File: config.mk
export PLATFORM = sky130hd
export DESIGN_NAME = stage_d
export DESIGN_NICKNAME = d
export VERILOG_FILES = /design/src/rtl/pipeline_pkg.sv /design/src/rtl/regfile.sv /design/src/rtl/stage_d.sv
export SDC_FILE = /design/constraint.sdc
export NUM_CORES = 2
export LEC_CHECK = 0
export CORE_MARGIN = 3
export CORE_UTILIZATION = 44
export CTS_CLUSTER_DIAMETER = 80
export DETAILED_ROUTE_END_ITERATION = 6
export PLACE_DENSITY = 0.61
export SLEW_MARGIN = 20
export SYNTH_ARGS = -nofsm -noshare
export SYNTH_HDL_FRONTEND = slang
export SYNTH_SLANG_ARGS = --single-unit
File: constraint.sdc
create_clock -name clk -period 6.9 [get_ports clk]
set_clock_uncertainty 0.15 [all_clocks]
set_input_delay 1.035 -clock clk [delete_from_list [all_inputs] [get_ports clk]]
set_output_delay 1.035 -clock clk [all_outputs]
set_load 0.02 [all_outputs]
File: src/rtl/pipeline_pkg.sv
// rtl/pipeline_pkg.sv - shared opcode constants and immediate-source enum for the decode stage
package pipeline_pkg;

  localparam logic [6:0] RV_OP_IMM = 7'b0010011;
  localparam logic [6:0] RV_LOAD   = 7'b0000011;
  localparam logic [6:0] RV_JALR   = 7'b1100111;
  localparam logic [6:0] RV_STORE  = 7'b0100011;
  localparam logic [6:0] RV_BRANCH = 7'b1100011;
  localparam logic [6:0] RV_LUI    = 7'b0110111;
  localparam logic [6:0] RV_AUIPC  = 7'b0010111;
  localparam logic [6:0] RV_JAL    = 7'b1101111;

  // ARM op class lives in instr[27:26]
  localparam logic [1:0] ARM_OP_DP  = 2'b00;
  localparam logic [1:0] ARM_OP_MEM = 2'b01;
  localparam logic [1:0] ARM_OP_BR  = 2'b10;

  typedef enum logic [3:0] {
    IMM_I,
    IMM_S,
    IMM_B,
    IMM_U,
    IMM_J,
    IMM_ARM_DP,
    IMM_ARM_MEM,
    IMM_ARM_BR,
    IMM_NONE
  } imm_src_t;

endpackage

File: src/rtl/regfile.sv
// rtl/regfile.sv - shared register file with write-first bypass, x0 and ARM r15 rules
module regfile #(
  parameter int REGS = 32,
  parameter int XLEN = 32
) (
  input  logic            clk,
  input  logic            rst,
  input  logic            arm,
  input  logic            we,
  input  logic [4:0]      wa,
  input  logic [XLEN-1:0] wd,
  input  logic [4:0]      ra1,
  input  logic [4:0]      ra2,
  input  logic [XLEN-1:0] pc8,
  output logic [XLEN-1:0] rd1,
  output logic [XLEN-1:0] rd2
);

  logic [XLEN-1:0] r_mem [REGS];
  logic            w_wr_ok;

  assign w_wr_ok = we && (arm ? (wa < 5'd15) : (wa != 5'd0));

  always_ff @(posedge clk) begin
    if (!rst) begin
      for (int i = 0; i < REGS; i++) r_mem[i] <= '0;
    end else if (w_wr_ok) begin
      r_mem[wa] <= wd;
    end
  end

  // r15 reads the pipeline PC and is never bypassed since it is never writable
  always_comb begin
    rd1 = r_mem[ra1];
    if (arm && ra1 == 5'd15)          rd1 = pc8;
    else if (w_wr_ok && wa == ra1)    rd1 = wd;
    else if (!arm && ra1 == 5'd0)     rd1 = '0;
  end

  always_comb begin
    rd2 = r_mem[ra2];
    if (arm && ra2 == 5'd15)          rd2 = pc8;
    else if (w_wr_ok && wa == ra2)    rd2 = wd;
    else if (!arm && ra2 == 5'd0)     rd2 = '0;
  end

endmodule

File: src/rtl/stage_d.sv
// rtl/stage_d.sv - ARM/RISC-V decode stage: F/D register, operand read, index and immediate decode
// Define STAGE_D_ARM_EN to honour the arm input; otherwise decode is RISC-V only.
module stage_d
  import pipeline_pkg::*;
#(
  parameter int REGS = 32,
  parameter int XLEN = 32
) (
  input  logic            clk,
  input  logic            rst,
  input  logic            arm,
  input  logic [31:0]     InstrF,
  input  logic [XLEN-1:0] PCF,
  input  logic [XLEN-1:0] PCPlus4F,
  input  logic            StallD,
  input  logic            FlushD,
  input  logic            RegWriteW,
  input  logic [4:0]      RdW,
  input  logic [XLEN-1:0] ResultW,
  output logic [31:0]     InstrD,
  output logic [XLEN-1:0] PCD,
  output logic [XLEN-1:0] PCPlus4D,
  output logic            ValidD,
  output logic [4:0]      Rs1D,
  output logic [4:0]      Rs2D,
  output logic [4:0]      RdD,
  output logic [XLEN-1:0] RD1D,
  output logic [XLEN-1:0] RD2D,
  output logic [XLEN-1:0] ImmExtD
);

  logic [31:0]     r_instr;
  logic [XLEN-1:0] r_pc;
  logic [XLEN-1:0] r_pc4;
  logic            r_valid;
  logic            w_arm;
  logic [4:0]      w_rs1;
  logic [4:0]      w_rs2;
  logic [4:0]      w_rd;
  imm_src_t        w_imm_src;
  logic [31:0]     w_imm;

`ifdef STAGE_D_ARM_EN
  assign w_arm = arm;
`else
  logic w_unused_arm;
  assign w_unused_arm = arm;
  assign w_arm        = 1'b0;
`endif

  always_ff @(posedge clk) begin
    if (!rst || FlushD) begin
      r_instr <= '0;
      r_pc    <= '0;
      r_pc4   <= '0;
      r_valid <= 1'b0;
    end else if (!StallD) begin
      r_instr <= InstrF;
      r_pc    <= PCF;
      r_pc4   <= PCPlus4F;
      r_valid <= 1'b1;
    end
  end

  always_comb begin
    w_rs1 = r_instr[19:15];
    w_rs2 = r_instr[24:20];
    w_rd  = r_instr[11:7];
`ifdef STAGE_D_ARM_EN
    if (w_arm) begin
      w_rs1 = (r_instr[27:26] == ARM_OP_BR)  ? 5'd15 : {1'b0, r_instr[19:16]};
      w_rs2 = (r_instr[27:26] == ARM_OP_MEM) ? {1'b0, r_instr[15:12]} : {1'b0, r_instr[3:0]};
      w_rd  = (r_instr[27:26] == ARM_OP_BR && r_instr[24]) ? 5'd14 : {1'b0, r_instr[15:12]};
    end
`endif
  end

  always_comb begin
    w_imm_src = IMM_NONE;
    if (!w_arm) begin
      case (r_instr[6:0])
        RV_OP_IMM, RV_LOAD, RV_JALR: w_imm_src = IMM_I;
        RV_STORE:                    w_imm_src = IMM_S;
        RV_BRANCH:                   w_imm_src = IMM_B;
        RV_LUI, RV_AUIPC:            w_imm_src = IMM_U;
        RV_JAL:                      w_imm_src = IMM_J;
        default:                     w_imm_src = IMM_NONE;
      endcase
    end
`ifdef STAGE_D_ARM_EN
    else begin
      case (r_instr[27:26])
        ARM_OP_DP:  w_imm_src = IMM_ARM_DP;
        ARM_OP_MEM: w_imm_src = IMM_ARM_MEM;
        ARM_OP_BR:  w_imm_src = IMM_ARM_BR;
        default:    w_imm_src = IMM_NONE;
      endcase
    end
`endif
  end

  always_comb begin
    w_imm = '0;
    case (w_imm_src)
      IMM_I: w_imm = {{20{r_instr[31]}}, r_instr[31:20]};
      IMM_S: w_imm = {{20{r_instr[31]}}, r_instr[31:25], r_instr[11:7]};
      IMM_B: w_imm = {{20{r_instr[31]}}, r_instr[7], r_instr[30:25], r_instr[11:8], 1'b0};
      IMM_U: w_imm = {r_instr[31:12], 12'b0};
      IMM_J: w_imm = {{12{r_instr[31]}}, r_instr[19:12], r_instr[20], r_instr[30:21], 1'b0};
`ifdef STAGE_D_ARM_EN
      // rotate right by shifting a doubled copy, so a zero rotation needs no special case
      IMM_ARM_DP:  w_imm = 32'({2{24'b0, r_instr[7:0]}} >> {r_instr[11:8], 1'b0});
      IMM_ARM_MEM: w_imm = {20'b0, r_instr[11:0]};
      IMM_ARM_BR:  w_imm = {{6{r_instr[23]}}, r_instr[23:0], 2'b00};
`endif
      default: w_imm = '0;
    endcase
  end

  regfile #(
    .REGS (REGS),
    .XLEN (XLEN)
  ) u_regfile (
    .clk (clk),
    .rst (rst),
    .arm (w_arm),
    .we  (RegWriteW),
    .wa  (RdW),
    .wd  (ResultW),
    .ra1 (w_rs1),
    .ra2 (w_rs2),
    .pc8 (r_pc4 + XLEN'(4)),
    .rd1 (RD1D),
    .rd2 (RD2D)
  );

  assign InstrD   = r_instr;
  assign PCD      = r_pc;
  assign PCPlus4D = r_pc4;
  assign ValidD   = r_valid;
  assign Rs1D     = w_rs1;
  assign Rs2D     = w_rs2;
  assign RdD      = w_rd;
  assign ImmExtD  = w_imm;

endmodule
After elaboration in Yosys (flattened, before gate mapping)
Memory sizes are Yosys's and may differ from the RTL's. A register that Yosys moved wholly into a read port is not among the register bits.
Cells that the tools add are included.
Cells by class
  equality and inequality tests: 14
  muxes and demuxes: 17
  reduce and logical (&&, ||, !) cells: 12
Operators with widths (number)
  two-way mux 32 bit: 5
  one-hot mux 32 bit (5 select lines): 1
  OR reduction 32 bit: 1
  two-way mux 5 bit: 5
  == test 7 bit, second input constant: 3
  one-hot mux 4 bit (5 select lines): 1
  == test 7 x 5 -> 1 bit, second input constant: 2
  == test 7 x 6 -> 1 bit, second input constant: 2
  == test 5 bit: 2
  zero test 5 bit: 2
  == test 4 x 2 -> 1 bit, second input constant: 2
  == test 7 x 2 -> 1 bit, second input constant: 1
  two-way mux 1 bit: 5
  nonzero test 5 bit: 1
  == test 4 x 1 -> 1 bit, second input constant: 1
  == test 4 x 3 -> 1 bit, second input constant: 1
  zero test 4 bit: 1
  logical AND 1 bit: 3
  OR reduction 3 bit: 1
  OR reduction 2 bit: 1
  zero test 1 bit: 1
  logical OR 1 bit: 1
Word-level totals
  flip-flop bits (word level): 97
  RAM bits: 1024
  input bits: 139
  output and inout bits: 208
  memories kept: 1
Memory list
  u_regfile.r_mem: depth 32, width 32, read ports 2, clocked after Yosys merged registers in 2, wr ports 32, RTL line regfile.sv:19  | logic [XLEN-1:0] r_mem [REGS];

Logic depth before layout (Yosys ltp)
  depth in word-level cells: 7
  mapped depth: 9
  mapped depth without buffers: 5

Modules after synthesis
Synthesis repeated with hierarchy kept, for this count alone.
Unflattened totals
  cells, all modules: 4306
  area, all modules: 60185.2 µm²
By module, submodules not included
  regfile: instances 1, cells an instance 3811, area each 55565.8 µm²
  stage_d: instances 1, cells an instance 495, area each 4619.4 µm²

Worst setup path before layout
Ideal clock, no wire load.
  kind: in2reg
  start: in RdW[1]
  end: mem u_regfile.r_mem[12][0], enable pin
  library setup time: 466 ps
  arrival: 4199 ps
  data required time: 6284 ps
  slack: 2085 ps
  stages: 4
  path buffers: 2
  cells stage by stage: clkbuf_1 or3_1 clkbuf_1 o21ai_0
RTL lines
  start: declaration: RTL line stage_d.sv:18  | input logic [4:0] RdW,
  end: declaration: RTL line regfile.sv:19

==> reports/metrics.csv <==
metric,value,unit
Post-CTS Setup Bufs,0,
Synth top cells by count,"edfxtp_1 (1024), and2_1 (1002), mux4_2 (485)",
"area leader, netlist",edfxtp_1,
period utilization,0.824,
Post-Synth XOR/XNOR Area,0.00148,
Die Footprint,139000,sq um
async set-reset flop share out of synthesis,0,
1st-iter DRT viols,5372,
Clock Path Buffers,3,
Synth cell types,50,
DRC,0,
routed vias,39500,
Tightest Hold Check Type,reg -> reg,
HPWL after detailed placement,127000,microns
synth top area cells,"edfxtp_1 (52%), mux4_2 (18%), and2_1 (11%)",
vias in the first global route,39900,
Starting Density,0.446,
main flop type after synthesis,edfxtp_1,
Final TNS setup,0,ns
Core Rows,133,
clk_lat worst skew,0.72,ns
CTS H-tree lvls,3,
Post-synth EDFFs,1024,
core area,132000,sq um
Finished Cell Area,69200,sq um
Leak,22.7,nW
fraction of the yosys area taken by sequential cells,0.557,
Max Transition Viols Final,0,
Slew headroom,0.184,
hold_buf cts,0,
post_cts resized,0,
CTS root buffer,clkbuf_16,
Tmin final,5.68,ns
Mapped Area,59100,sq um
largest family of logic cells by synthesized area,multiplexers,
Startpoint Class,register,
Adder-Cell Fraction of Synth Area,0,
routability cong.,0.843,
critical path class,reg -> out,
top cell type's share of synthesized area,0.520,
filler instances,11000,
mux cell area share after synthesis,0.229,
placed cell areas,65100,sq um
DR WL/cell,34.2,microns
first-pass GRT wire length,294000,microns
largest net degree at the start of global routing,114,
VDD IR-drop max,205,uV
Crit path required time,5.71,ns
fmax,176,MHz
Die X,372,microns
Synth Area in Compound Gates,0.0453,
Layout area overhead,17.0,%
Post-Syn Instances,4081,
"Reg clk slew, reported paths",0.06,ns
Total Routing Usage GR,0.301,
Yosys Warn Count,0,
total grt overflow,0,
status,"finished, final reports clean",
total CTS buffers,121,
CP max FO,41,
syn_area_per_cell,14.5,sq um
most common cell in the netlist,edfxtp_1,
synthesized flop and latch total,1131,
worst slew pin tran,1.22,ns
unrepaired setup endpoints after global routing,no,
crit end category,primary output,
layout cells sized above 1,0.227,
"Hold Violations, Final",0,
worst path arrival time,4.50,ns
Die H,372,microns
max-cap violations,0,
pwr dens,238,nW/um^2
Final #Nets,4441,
Vias/cell,6.40,
CTS tree,done,
routed wire length,211000,microns
Clock Sinks,1131,
initial antenna violation count,10,
Port Buffers,345,
top-level I/O count,347,
drt first pass iters,6,
final setup fails,0,
simple-gate share of the synthesized area,0.136,
Routed Antenna Nets,0,
where the power goes:
group | internal, mW | switching [mW] | total, mW
combinational | 0.780 | 1.04 | 1.82
sequential | 7.83 | 0.242 | 8.07
clock | 3.74 | 2.80 | 6.54
cell families (layout without fill, tap and decap cells):
kind of cell / Yosys count / in the layout
xor+xnor: 10 / 10
flops: 1131 / 1131
simple gates: 1375 / 1375
other cells: 1 / 38
mux: 735 / 735
buf+inv: 449 / 744
compound gates: 380 / 380
sequential cells by signal, summed over array words and instances, names as in the netlist, named ones only:
register,cells
PCD,32
u_regfile.r_mem,1024
ValidD,1
PCPlus4D,32
InstrD,32
through the flow:
step / total power [mW] / utilization / worst slack, ns / hold slack (ns) / std cells
floorplan: 9.14 / - / 2.08 / 0.372 / 4112
global placement: 9.97 / 0.490 / 0.974 / 0.284 / 5922
detailed placement: 10.0 / 0.491 / 0.934 / 0.289 / 5928
CTS: 16.5 / 0.521 / 0.933 / 0.301 / 6156
global route: 16.9 / 0.522 / 1.13 / 0.316 / 6163
finish: 16.4 / 0.522 / 1.22 / 0.299 / 6168
worst paths after layout:
check | startpoint | depth (start not counted) | endpoint | slack, ns
setup reg to reg | InstrD[21] | 2 | InstrD[21] | 5.53
hold reg to reg | ValidD | 2 | ValidD | 0.30
hold / removal | ValidD | 2 | ValidD | 0.30
setup / recovery | register | 6 | RD1D[15] | 1.22
final cells by class:
| cell class | instances | area, sq um | share of cell area |
|---|---|---|---|
| sequential | 1131 | 32900 | 0.476 |
| multi-input combinational | 2532 | 25100 | 0.363 |
| timing repair buffer | 512 | 5010 | 0.0724 |
| clock buffer | 147 | 3210 | 0.0464 |
| tap | 1755 | 2200 | 0.0317 |
| clock inverter | 81 | 708 | 0.0102 |
| inverter | 4 | 15.0 | 0.000217 |
| antenna | 6 | 15.0 | 0.000217 |
routing by layer:
layer,part of all wire,GRT usage,vias to the layer above
met5,0,0,-
met4,0.054,0.141,0
met3,0.11,0.0717,488
met2,0.46,0.473,2719
met1,0.37,0.396,20200
li1,-,-,16000
cell usage in the layout (no fill, tap or decap), drive strengths merged, types with 31 or more instances in the layout:
master and count:
nor2 146, conb 32, a32o 32, clkinv 60, mux2i 184, a21oi 34
nor3 57, and2 1002, buf 175, a22oi 59, edfxtp 1024, clkdlybuf4s50 337
nand2 74, o21ai 65, dfxtp 107, mux2 66, nand4 31, o22ai 91
clkbuf 147, a22o 33, mux4 485
critical path: stages, from the launching register on:
cell             delay, ns
dfxtp_4               0.77
or3b_2                0.75
buf_4                 0.42
o22ai_1               0.23
nor3_1                0.69
a22o_1                0.26
clkdlybuf4s50_1       0.62
(Power assumes the default switching activity.)
